$ cat config.mk
export PLATFORM = sky130hd
export DESIGN_NAME = serial_adder_flat
export DESIGN_NICKNAME = d
export VERILOG_FILES = /design/src/rtl/serial_adder_pkg.sv /design/src/rtl/serial_adder_if.sv /design/src/rtl/serial_adder_full_adder.sv /design/src/rtl/serial_adder.sv /design/src/flat_wrapper.sv
export SDC_FILE = /design/constraint.sdc
export NUM_CORES = 1
export LEC_CHECK = 0
export ABC_AREA = 0
export BUFFER_PORTS_ARGS = -buffer_cell sky130_fd_sc_hd__buf_2
export CORE_MARGIN = 3
export CORE_UTILIZATION = 55
export CTS_BUF_LIST = sky130_fd_sc_hd__clkbuf_16
export DETAILED_ROUTE_END_ITERATION = 10
export GPL_TIMING_DRIVEN = 0
export HOLD_SLACK_MARGIN = 0.15
export MAX_ROUTING_LAYER = met4
export PLACE_DENSITY = 0.89
export SYNTH_ARGS = -nofsm -noshare
export SYNTH_HDL_FRONTEND = slang
export SYNTH_HIERARCHICAL = 1
export SYNTH_SLANG_ARGS = --single-unit
$ cat constraint.sdc
create_clock -name iCLK -period 3.35 [get_ports iCLK]
set_input_delay 0.1675 -clock iCLK [delete_from_list [all_inputs] [get_ports iCLK]]
set_output_delay 0.1675 -clock iCLK [all_outputs]
set_load 0.01 [all_outputs]
$ cat src/rtl/serial_adder_pkg.sv
// Shared definitions for the bit-serial adder: default width and FSM state encoding.
package serial_adder_pkg;

  localparam int unsigned DefaultWidth = 8;

  // Encoding 2'd3 is unused and recovers to StIdle.
  typedef enum logic [1:0] {
    StIdle = 2'd0,
    StRun  = 2'd1,
    StDone = 2'd2
  } state_t;

endpackage

$ cat src/rtl/serial_adder_if.sv
// Start/done handshake and operand/result bus of the bit-serial adder.
interface serial_adder_if
  import serial_adder_pkg::*;
#(
  parameter int unsigned WIDTH = DefaultWidth
);

  logic             iSTART;
  logic [WIDTH-1:0] iA;
  logic [WIDTH-1:0] iB;
  logic             iCIN;
  logic             oREADY;
  logic             oBUSY;
  logic             oDONE;
  logic [WIDTH-1:0] oSUM;
  logic             oCOUT;

  modport master (
    output iSTART, iA, iB, iCIN,
    input  oREADY, oBUSY, oDONE, oSUM, oCOUT
  );

  modport slave (
    input  iSTART, iA, iB, iCIN,
    output oREADY, oBUSY, oDONE, oSUM, oCOUT
  );

endinterface

$ cat src/rtl/serial_adder_full_adder.sv
// Single-bit full adder cell, evaluated once per clock by serial_adder.
module full_adder (
  input  logic iX,
  input  logic iY,
  input  logic iCIN,
  output logic oSUM,
  output logic oCARRY
);

  assign oSUM   = iX ^ iY ^ iCIN;
  assign oCARRY = (iX & iY) | (iCIN & (iX ^ iY));

endmodule

$ cat src/rtl/serial_adder.sv
// Bit-serial LSB-first adder: one full_adder cell, WIDTH cycles per addition,
// start/done handshake on the bus interface.
module serial_adder
  import serial_adder_pkg::*;
#(
  parameter int unsigned WIDTH = DefaultWidth
) (
  input logic           iCLK,
  input logic           iRSTn,
  serial_adder_if.slave bus
);

  localparam int unsigned    CW      = (WIDTH > 1) ? $clog2(WIDTH) : 1;
  localparam logic [CW-1:0]  LastCnt = CW'(WIDTH - 1);

  state_t           stateQ;
  logic [WIDTH-1:0] shAQ;
  logic [WIDTH-1:0] shBQ;
  logic [WIDTH-1:0] sumQ;
  logic             carryQ;
  logic [CW-1:0]    cntQ;
  logic             faSum;
  logic             faCarry;

  full_adder uFullAdder (
    .iX    (shAQ[0]),
    .iY    (shBQ[0]),
    .iCIN  (carryQ),
    .oSUM  (faSum),
    .oCARRY(faCarry)
  );

  always_ff @(posedge iCLK or negedge iRSTn) begin
    if (!iRSTn) begin
      stateQ <= StIdle;
      shAQ   <= '0;
      shBQ   <= '0;
      sumQ   <= '0;
      carryQ <= 1'b0;
      cntQ   <= '0;
    end else begin
      case (stateQ)
        StIdle: begin
          if (bus.iSTART) begin
            shAQ   <= bus.iA;
            shBQ   <= bus.iB;
            carryQ <= bus.iCIN;
            cntQ   <= '0;
            stateQ <= StRun;
          end
        end
        StRun: begin
          // Sum bits enter at the MSB so after WIDTH shifts bit 0 holds the LSB.
          sumQ   <= (sumQ >> 1) | (WIDTH'(faSum) << (WIDTH - 1));
          shAQ   <= shAQ >> 1;
          shBQ   <= shBQ >> 1;
          carryQ <= faCarry;
          cntQ   <= cntQ + 1'b1;
          if (cntQ == LastCnt) begin
            stateQ <= StDone;
          end
        end
        StDone: begin
          stateQ <= StIdle;
        end
        default: begin
          stateQ <= StIdle;
        end
      endcase
    end
  end

  // Handshake flags are pure decodes of the state register.
  assign bus.oREADY = (stateQ == StIdle);
  assign bus.oBUSY  = (stateQ == StRun);
  assign bus.oDONE  = (stateQ == StDone);
  assign bus.oSUM   = sumQ;
  assign bus.oCOUT  = carryQ;

endmodule

$ cat src/flat_wrapper.sv
// flat-port wrapper written by rule: the top's interface ports become plain ports
module serial_adder_flat import serial_adder_pkg::*;
#(
  parameter int unsigned WIDTH = DefaultWidth
)
  (iCLK, iRSTn, bus_iSTART, bus_iA, bus_iB, bus_iCIN, bus_oREADY, bus_oBUSY, bus_oDONE, bus_oSUM, bus_oCOUT);
  serial_adder_if #(.WIDTH(WIDTH)) bus_i ();
  input logic iCLK;
  input logic iRSTn;
  input wire logic [$bits(bus_i.iSTART)-1:0] bus_iSTART;
  input wire logic [$bits(bus_i.iA)-1:0] bus_iA;
  input wire logic [$bits(bus_i.iB)-1:0] bus_iB;
  input wire logic [$bits(bus_i.iCIN)-1:0] bus_iCIN;
  output wire logic [$bits(bus_i.oREADY)-1:0] bus_oREADY;
  output wire logic [$bits(bus_i.oBUSY)-1:0] bus_oBUSY;
  output wire logic [$bits(bus_i.oDONE)-1:0] bus_oDONE;
  output wire logic [$bits(bus_i.oSUM)-1:0] bus_oSUM;
  output wire logic [$bits(bus_i.oCOUT)-1:0] bus_oCOUT;
  assign bus_i.iSTART = bus_iSTART;
  assign bus_i.iA = bus_iA;
  assign bus_i.iB = bus_iB;
  assign bus_i.iCIN = bus_iCIN;
  assign bus_oREADY = bus_i.oREADY;
  assign bus_oBUSY = bus_i.oBUSY;
  assign bus_oDONE = bus_i.oDONE;
  assign bus_oSUM = bus_i.oSUM;
  assign bus_oCOUT = bus_i.oCOUT;
  serial_adder #(.WIDTH(WIDTH)) u_core (.iCLK(iCLK), .iRSTn(iRSTn), .bus(bus_i));
endmodule
After elaboration in Yosys (flattened, before gate mapping)
Cells that the tools add are included.
{"block": "op_classes", "n_mux": 11, "multipliers": 0, "div": 0, "shifts": 0, "magnitude_cmp": 0, "n_reduce_logical": 4, "eq_ne": 5, "bitwise": 6, "n_addsub": 1}
{"op": "case mux 8 bit (2 select lines)", "n": 2}
{"op": "two-way mux 8 bit", "n": 2}
{"op": "bitwise OR 7 x 8 -> 8 bit", "n": 1}
{"op": "case mux 3 bit (2 select lines)", "n": 1}
{"op": "two-way mux 2 bit", "n": 2}
{"op": "case mux 2 bit (2 select lines)", "n": 1}
{"op": "AND reduction 2 bit", "n": 2}
{"op": "adder 3 x 1 -> 3 bit (second input constant)", "n": 1}
{"op": "equality test 3 bit (second input constant)", "n": 1}
{"op": "two-way mux 3 bit", "n": 1}
{"op": "bitwise AND 1 bit", "n": 2}
{"op": "equality test 2 x 1 -> 1 bit (second input constant)", "n": 1}
{"op": "equality test 2 bit (second input constant)", "n": 1}
{"op": "logical NOT 2 bit", "n": 1}
{"op": "!= test 2 x 1 -> 1 bit (second input constant)", "n": 1}
{"op": "!= test 2 bit (second input constant)", "n": 1}
{"op": "case mux 1 bit (2 select lines)", "n": 1}
{"op": "nonzero test 2 bit", "n": 1}
{"op": "XOR 1 bit", "n": 2}
{"op": "two-way mux 1 bit", "n": 1}
{"op": "bitwise OR 1 bit", "n": 1}
{"block": "word_totals", "n_memories": 0, "regBits": 30, "mem_bits_ro": 0, "output_inout_bits": 12, "latchBits": 0, "ramBits": 0, "elab_cells": 33}

Longest topological paths before layout
Gate-level depths: netlist (run 1).
{"block": "logic_depth", "ltp_word": 4, "depth_mapped": 6}

Modules after synthesis
Netlist (run 1), hierarchy kept.
{"module": "serial_adder", "cells_each": 135, "instances": 1, "area_per_inst_um2": 1373.8}
{"module": "full_adder", "cells_each": 1, "instances": 1, "area_per_inst_um2": 20.0}

Least setup slack after synthesis (run 1)
Ideal clock, no wire load.
{"block": "synth_timing", "path_kind": "register -> register", "startpoint": "register u_core.cntQ[0]", "endpoint": "register u_core.cntQ[2]", "arrival_ns": 1.041, "n_path_buf": 0, "period_less_slack_ns": 1.162, "path_stages_with_launch": 4, "setup_slack_ns": 2.188, "cell_sequence": "dfrtp_1 ha_1 ha_1 a22o_1"}
{"block": "synth_via", "elab_chain_len": 2}
{"item": "start: declaration", "line": "serial_adder.sv:21", "text": "logic [CW-1:0] cntQ;"}
{"item": "start signal: assignment", "line": "serial_adder.sv:58", "text": "cntQ <= cntQ + 1'b1;"}
{"item": "adder 3 x 1 -> 3 bit", "line": "serial_adder.sv:58"}
{"item": "case mux 3 bit (2 select lines)", "line": "serial_adder.sv:42", "text": "case (stateQ)"}
Every way passes these cells.
A chain may end at the register's enable or synchronous reset.

Worst setup path in the final report (run 1)
{"block": "layout_timing", "startpoint": "register u_core.stateQ[1]", "endpoint": "output bus_oBUSY"}
{"block": "layout_via", "elab_chain_len": 1}
{"item": "start: declaration", "line": "serial_adder.sv:16", "text": "state_t stateQ;"}
{"item": "start signal: assignment", "line": "serial_adder.sv:35", "text": "stateQ <= StIdle;"}
{"item": "start signal: assignment", "line": "serial_adder.sv:49", "text": "stateQ <= StRun;"}
{"item": "start signal: assignment", "line": "serial_adder.sv:60", "text": "stateQ <= StDone;"}
{"item": "equality test 2 x 1 -> 1 bit", "line": "serial_adder.sv:75", "text": "assign bus.oBUSY = (stateQ == StRun);"}
{"item": "end: declaration", "line": "flat_wrapper.sv:15", "text": "output wire logic [$bits(bus_i.oBUSY)-1:0] bus_oBUSY;"}
Every way passes these cells.

==> metrics.md, run 1 <==
| Metric | Value |
|---|---|
| Result of the run | complete, no violations |
| Cell taking the most area after synthesis | sky130_fd_sc_hd__dfrtp_1 |
| Pin count of the biggest net entering global routing | 31 |
| Diode insertion count for antenna repair | 0 |
| Drt pass-1 iters | 4 |
| Post-synthesis mux area share | 0% |
| Leading cell types by total area after synthesis | sky130_fd_sc_hd__dfrtp_1, sky130_fd_sc_hd__o22ai_1, sky130_fd_sc_hd__nand2_1 |
| Sequential area share after synthesis | 53.86% |
| Kind of capture point of the worst setup path | output port |
| Sink of the worst hold path | u_core/shBQ[7]$_DFFE_PN0P_ |
| Layout Area Growth over Synthesis | 24.42% |
| Peak VDD IR | 0.6860 mV |
| Number of synthesized register bits | 30 |
| Routed wire length on met3 | 218 um |
| Post-Synthesis Net Count | 159 |
| CTS Buffer Depth | 2 |
| Number of buffers added by the clock tree synthesis step | 5 |
| Placer congestion estimate | 0.8093 |
| Unrepaired setup endpoints after global routing | false |
| Total power | 1.746 mW |
| Vias in the first global route | 1173 |
| Cell repeated most along the worst path | sky130_fd_sc_hd__buf_6 |
| Share of the synthesized area in compound gates (AO/OA/AOI/OAI) | 21.90% |
| Final-report setup violation count | 0 |
| Wire per inst | 15.92 um |
| Simple-gate portion of the synthesized area | 13.55% |
| Number of unique standard cell types used by synthesis | 24 |
| Number of enable flip-flop cells after synthesis | 0 |
| Count of buffers from port buffering | 30 |
| Initial antenna violation count | 0 |
| Final critical-path required period | 1.467 ns |
| Number of placed I/O pins | 32 |
| DP Wirelength | 2193 um |
| Slew @ Worst Pin | 0.6534 ns |
| Fraction of the cycle the final worst path needs | 43.81% |
| Overflow after GRT | 0 |
| Remaining DRCs | 0 |
| Worst endpoint required time | 3.18 ns |
| Syn Std Cell Area | 1394 um2 |
| Number of violations of the max-capacitance limit | 0 |
| Standby leakage power | 0.8338 nW |
| Main combinational cell family by area after synthesis | compound AO/OA/AOI/OAI gates |
| Worst reg-to-reg path cell count | 3 |
| Worst skew pair latency | 0.27 ns |
| Met2 WL | 1690 um |
| Post-synth top cells | sky130_fd_sc_hd__dfrtp_1, sky130_fd_sc_hd__nand2_1, sky130_fd_sc_hd__o22ai_1, sky130_fd_sc_hd__a21oi_1, sky130_fd_sc_hd__buf_6 |
| Dominant synthesized flop cell | sky130_fd_sc_hd__dfrtp_1 |
| CTS tree | built |
| Die Wd | 56.34 um |
| Fraction of layout cells with a size suffix above 1 | 31.43% |
| Worst setup path class | reg -> out |
| Root buffer cell | sky130_fd_sc_hd__clkbuf_16 |
| Wire length reported by the detailed router | 3232 um |
| Remaining max-slew budget at the tightest pin | 56.44% |
| Destination of the worst register-to-register timing path | u_core/cntQ[2]$_DFFE_PN0P_ |
| XOR/XNOR share of the synthesized area | 0% |
| Standard-cell rows | 17 |
| Post-detailed-route via-to-cell ratio | 5.862 |
| Starting density of the core | 60.68% |
| Worst Hold Depth | 3 |
| Combined buffer and inverter count along the critical path | 4 |
| Kind of launch point of the worst setup path | flip-flop |
| Met1 Wirelength | 1299 um |
| Cell class contributing the biggest share of worst-path delay | buffers and inverters |
| Worst R2R Setup Slack | 2.13 ns |
| Largest driver fanout on the critical path | 10 |
| Clock Sinks | 30 |
| Height of the die | 56.34 um |
| Arrival time of the worst setup path | 1.30 ns |
| Type of the most critical hold path | in -> reg |
| Final-report max-slew violation count | 0 |
| CP Cell Sequence | buf_6 -> nand2b_4 -> inv_2 -> buf_6 -> buf_2 |
| Worst r2r src | u_core/cntQ[0]$_DFFE_PN0P_ |
| Synth async-reset ratio | 100.0% |
| Top layer in use | met4 |
| Synthesized area per cell | 10.25 um2 |
| Slowest CP cell | sky130_fd_sc_hd__dfrtp_1 |
| Maximum clock frequency | 681.4 MHz |
| Clock H-tree levels | 2 |
| Cell count after synthesis | 136 |
| Sum of negative setup slack | 0 ns |
| Source of the worst hold timing path | bus_iB[7] |
| Violation count after the first detailed-route iteration | 57 |
| Antenna Nets Post-Route | 0 |
| Clock-pin slew of the registers on the worst-case setup and hold paths | 0.04 ns |
| Yosys top cell area share | 53.86% |
| Leading cell type by number of instances after synthesis | sky130_fd_sc_hd__dfrtp_1 |
| Filler Cells Inserted | 156 |
| Number of gates given a new drive strength after cts | 0 |
| P per Cell Area | 1007 nW/um2 |
| Share of synthesized cell area in full adder, half adder and majority cells | 3.232% |
| Die Outline Area | 3174 um2 |
| Std-Cell Core Area | 2297 um2 |
| Syn. warnings | 6 |
| Final hold violations | 0 |
| Aggregate global-route resource usage | 22.85% |
| Global-route wire length before repair | 5395 um |
| Delay of the slowest cell on the worst path | 0.37 ns |
| Share of the core filled with cells | 75.49% |
| Post-Route Skew | 0.005856 ns |
| Final net count | 198 |
| Routed via count | 1190 |
-- repair_timing --
item | in CTS | in global routing
setup buffers | 0 | 0
endpoints found under the hold margin | 31 | 0
hold buffers | 2 | 0
-- layout make-up --
cell class | instances | area (um2) | share of cell area, %
repair buffers | 32 | 170.2 | 9.812
multi-input cells | 93 | 539.3 | 31.10
well taps | 28 | 35.03 | 2.020
flip-flops and latches | 30 | 750.7 | 43.29
clock inverters | 2 | 10.01 | 0.5772
plain buffers | 10 | 92.59 | 5.339
inverters | 3 | 11.26 | 0.6494
clock buffers | 5 | 125.1 | 7.215
-- worst max path at each step --
stage | depth (start not counted) | slack [ns] | startpoint | to
after CTS | 5 | 1.88 | u_core/stateQ[1]$_DFFE_PN0P_ | bus_oBUSY
after floorplan | 3 | 2.19 | u_core/cntQ[0]$_DFFE_PN0P_ | u_core/cntQ[2]$_DFFE_PN0P_
after global placement | 3 | 2.16 | u_core/cntQ[0]$_DFFE_PN0P_ | u_core/cntQ[2]$_DFFE_PN0P_
after detailed placement | 3 | 2.15 | u_core/cntQ[0]$_DFFE_PN0P_ | u_core/cntQ[2]$_DFFE_PN0P_
final | 5 | 1.88 | u_core/stateQ[1]$_DFFE_PN0P_ | bus_oBUSY
after global routing | 5 | 1.83 | u_core/stateQ[1]$_DFFE_PN0P_ | bus_oBUSY
-- where the power goes --
group / internal (mW) / switching (mW)
Sequential: 0.531 / 0.125
Combinational: 0.310 / 0.370
Clock: 0.267 / 0.142
Total: 1.11 / 0.638
-- through the flow --
step,cells,worst slack [ns],hold slack (ns),cell area [um2]
2_1_floorplan,136,2.188,-0.1281,1394
3_3_place_gp,194,2.159,0.2196,1579
3_5_place_dp,194,2.146,0.2354,1579
4_1_cts,203,1.878,0.1830,1734
5_1_grt,203,1.829,0.1916,1734
6_report,203,1.883,0.1872,1734
-- cells by family after synthesis --
family / after synthesis
buf+inv: 13
flops: 30
simple gates: 40
fa+ha+maj: 3
compound gates: 50
-- routing by layer --
layer	global-route usage (%)	up-vias
met5	-	-
met2	36.73	47
met4	10.85	0
met3	5.977	5
li1	-	565
met1	26.68	573
-- sequential cells by signal, indices dropped and copies added, names as in the netlist --
| name | count |
|---|---|
| u_core/shBQ | 8 |
| u_core/stateQ | 2 |
| u_core/shAQ | 8 |
| u_core/bus.oCOUT | 1 |
| u_core/cntQ | 3 |
| u_core/bus.oSUM | 8 |
-- worst reg2reg max path, cell delays in order, from the launching register on --
cell and delay, ns:
sky130_fd_sc_hd__dfrtp_1 0.41, sky130_fd_sc_hd__ha_1 0.22, sky130_fd_sc_hd__ha_1 0.26, sky130_fd_sc_hd__a22o_1 0.21
-- placed cells by master, fill, tap and decap left out, drive strengths merged --
cell and count:
buf 40, dfrtp 30, o22ai 27, nand2 27, a21oi 15, clkbuf 5, nor2 5, o21ai 4
nand2b 4, inv 3, clkinv 2, dlygate4sd3 2, a22o 2, ha 2, nor2b 1, or2 1
nand3b 1, o221a 1, a2bb2oi 1, and2 1, fa 1
(Power assumes the default switching activity.)
==> run 2: changes to the inputs <==
Settings changed: CORE_UTILIZATION 55 to 47, PLACE_DENSITY 0.89 to 0.82.
Clock period 3.35 ns to 1.2 ns, I/O delays scaled along.
==> run 2 against run 1 <==
Net effect: the flow now finishes with violations (setup timing); clock skew down 0.0040 ns; setup slack worse by 1.9 ns; count of clock-buffer cells in the layout unchanged; register-to-register slack worse by 2.1 ns; design area up 20%; clock power rose to 2.8 times the previous value; utilization down 0.37 points; die area up 15%; first-iteration DRC count up 23%; total power rose to 3.1 times the previous value; critical path type unchanged; critical endpoint unchanged; largest cell class unchanged.
==> metrics.md, run 2 (synthesis gave the netlist of run 1 again) <==
| Metric | Value |
|---|---|
| Die Wd | 60.46 um |
| Routed via count | 1350 |
| Fraction of the cycle the final worst path needs | 103.9% |
| P per Cell Area | 2631 nW/um2 |
| Std-Cell Core Area | 2781 um2 |
| Overflow after GRT | 0 |
| Type of the most critical hold path | in -> reg |
| Maximum clock frequency | 801.9 MHz |
| Final-report max-slew violation count | 0 |
| Worst skew pair latency | 0.27 ns |
| Global-route wire length before repair | 6182 um |
| CTS tree | built |
| Remaining DRCs | 0 |
| Post-detailed-route via-to-cell ratio | 5.844 |
| Root buffer cell | sky130_fd_sc_hd__clkbuf_16 |
| Fraction of power consumed by combinational cells | 44.0% |
| Layout Area Growth over Synthesis | 49.91% |
| Part of the total power dissipated in sequential elements | 35.1% |
| Wire length reported by the detailed router | 4024 um |
| Worst reg-to-reg path cell count | 5 |
| Final net count | 222 |
| Diode insertion count for antenna repair | 0 |
| Clock Sinks | 30 |
| Pin count of the biggest net entering global routing | 31 |
| DP Wirelength | 2151 um |
| Post-layout instance area | 2090 um2 |
| Starting density of the core | 50.11% |
| Die Outline Area | 3655 um2 |
| Remaining max-slew budget at the tightest pin | 56.23% |
| Final Instance Count excl. Fillers | 231 |
| Kind of launch point of the worst setup path | flip-flop |
| Most used cells in the layout excluding fill and tap cells | sky130_fd_sc_hd__buf_2, sky130_fd_sc_hd__dfrtp_1, sky130_fd_sc_hd__nand2_1 |
| Total power | 5.498 mW |
| Number of placed I/O pins | 32 |
| Smallest setup slack after layout | -0.04703 ns |
| Sum of negative setup slack | -0.1097 ns |
| Unrepaired setup endpoints after global routing | true |
| Final hold violations | 0 |
| Largest driver fanout on the critical path | 9 |
| Vias in the first global route | 1327 |
| Clock-pin slew of the registers on the worst-case setup and hold paths | 0.05 ns |
| Standby leakage power | 0.9716 nW |
| Source of the worst hold timing path | bus_iSTART |
| Kind of capture point of the worst setup path | output port |
| Wire per inst | 17.42 um |
| Destination of the worst register-to-register timing path | u_core/shAQ[2]$_DFFE_PN0P_ |
| Worst setup path class | reg -> out |
| Drt pass-1 iters | 4 |
| Number of violations of the max-capacitance limit | 0 |
| CTS Buffer Depth | 2 |
| Post-Route Skew | 0.001855 ns |
| Violated checks | setup timing |
| Final hold slack | 0.1909 ns |
| Violation count after the first detailed-route iteration | 70 |
| Antenna Nets Post-Route | 0 |
| Initial antenna violation count | 0 |
| Final-report setup violation count | 5 |
| Arrival time of the worst setup path | 1.19 ns |
| Worst r2r src | u_core/stateQ[1]$_DFFE_PN0P_ |
| Fraction of layout cells with a size suffix above 1 | 40.00% |
| Filler Cells Inserted | 204 |
| Peak VDD IR | 2.125 mV |
| Result of the run | finished, violations left |
| Worst R2R Setup Slack | -0.01 ns |
| Count of buffers from port buffering | 30 |
| Worst endpoint required time | 1.14 ns |
| DP Cell Count | 197 |
| Standard-cell rows | 19 |
| Placer congestion estimate | 0.7695 |
| Sw Pwr | 2.064 mW |
| Worst Hold Depth | 3 |
| Clock network fraction of design power | 20.9% |
| Sink of the worst hold path | u_core/stateQ[0]$_DFFE_PN0P_ |
| Slew @ Worst Pin | 0.6566 ns |
| Height of the die | 60.46 um |
| Final critical-path required period | 1.247 ns |
| Number of buffers added by the clock tree synthesis step | 5 |
| Placed cell areas | 1583 um2 |
| Fraction of power spent switching nets | 37.53% |
| Aggregate global-route resource usage | 24.17% |
| Clock H-tree levels | 2 |
| Internal power | 3.435 mW |
==> run 2: cell types whose count changed in the layout (fill, tap and decap cells not counted), sizes merged <==
cell	previous run	this run
inv	3	4
buf	40	47
dlygate4sd3	2	18
clkbuf	5	6
==> run 2: final cells by class <==
class / instances / area, um2 / area share [%]
Sequential cell: 30 / 750.7 / 35.93
Multi-Input combinational cell: 93 / 646.9 / 30.96
Timing Repair Buffer: 57 / 407.9 / 19.52
Clock buffer: 5 / 125.1 / 5.988
Buffer: 9 / 91.34 / 4.371
Tap cell: 31 / 38.79 / 1.856
Inverter: 3 / 16.27 / 0.7784
Clock inverter: 3 / 12.51 / 0.5988
==> run 2: repair_timing <==
item                                   in CTS  in global routing
buffers inserted                            6                  3
endpoints found under the hold margin      47                  0
setup endpoints to repair                   3                 26
pin swaps                                   0                  1
hold buffers                               18                  0
gates resized for setup                    15                 10
==> run 2: critical path: stages, from the launching register on <==
cell,delay (ns)
sky130_fd_sc_hd__dfrtp_1,0.37
sky130_fd_sc_hd__buf_6,0.14
sky130_fd_sc_hd__nand2b_4,0.17
sky130_fd_sc_hd__inv_4,0.06
sky130_fd_sc_hd__buf_6,0.09
sky130_fd_sc_hd__buf_6,0.09
==> run 2: power groups by stage <==
| stage | registers [mW] | logic, mW | clock network [mW] |
|---|---|---|---|
| 2_1_floorplan | 1.83 | 1.32 | 0 |
| 4_1_cts | 1.86 | 2.18 | 1.17 |
| 6_report | 1.93 | 2.42 | 1.15 |
| 5_1_grt | 1.98 | 2.68 | 1.21 |
| 3_3_place_gp | 1.80 | 1.78 | 0 |
| 3_5_place_dp | 1.84 | 1.87 | 0 |
==> run 2: stage by stage <==
stage	worst slack (ns)	util, %
after global placement	0.01786	56.91
after floorplan	0.03806	-
final	-0.04703	75.12
after detailed placement	-0.01163	56.91
after global routing	-0.1017	75.12
after CTS	-0.05543	72.33
==> run 2: how the worst max path moves through the flow <==
stage,cells past startpoint,start,slack (ns),to
5_1_grt,5,u_core/stateQ[1]$_DFFE_PN0P_,-0.10,bus_oBUSY
3_3_place_gp,3,u_core/cntQ[0]$_DFFE_PN0P_,0.02,u_core/cntQ[2]$_DFFE_PN0P_
2_1_floorplan,3,u_core/cntQ[0]$_DFFE_PN0P_,0.04,u_core/cntQ[2]$_DFFE_PN0P_
6_report,5,u_core/stateQ[1]$_DFFE_PN0P_,-0.05,bus_oBUSY
4_1_cts,5,u_core/stateQ[1]$_DFFE_PN0P_,-0.06,bus_oBUSY
3_5_place_dp,3,u_core/cntQ[0]$_DFFE_PN0P_,-0.01,u_core/cntQ[2]$_DFFE_PN0P_
==> run 2: layer usage <==
layer / global-route usage (%) / up-vias / wire length (um)
met1: 28.55 / 649 / 1534
met5: - / - / 0
li1: - / 608 / -
met3: 5.745 / 10 / 308
met4: 11.15 / 0 / 132
met2: 39.04 / 83 / 2049
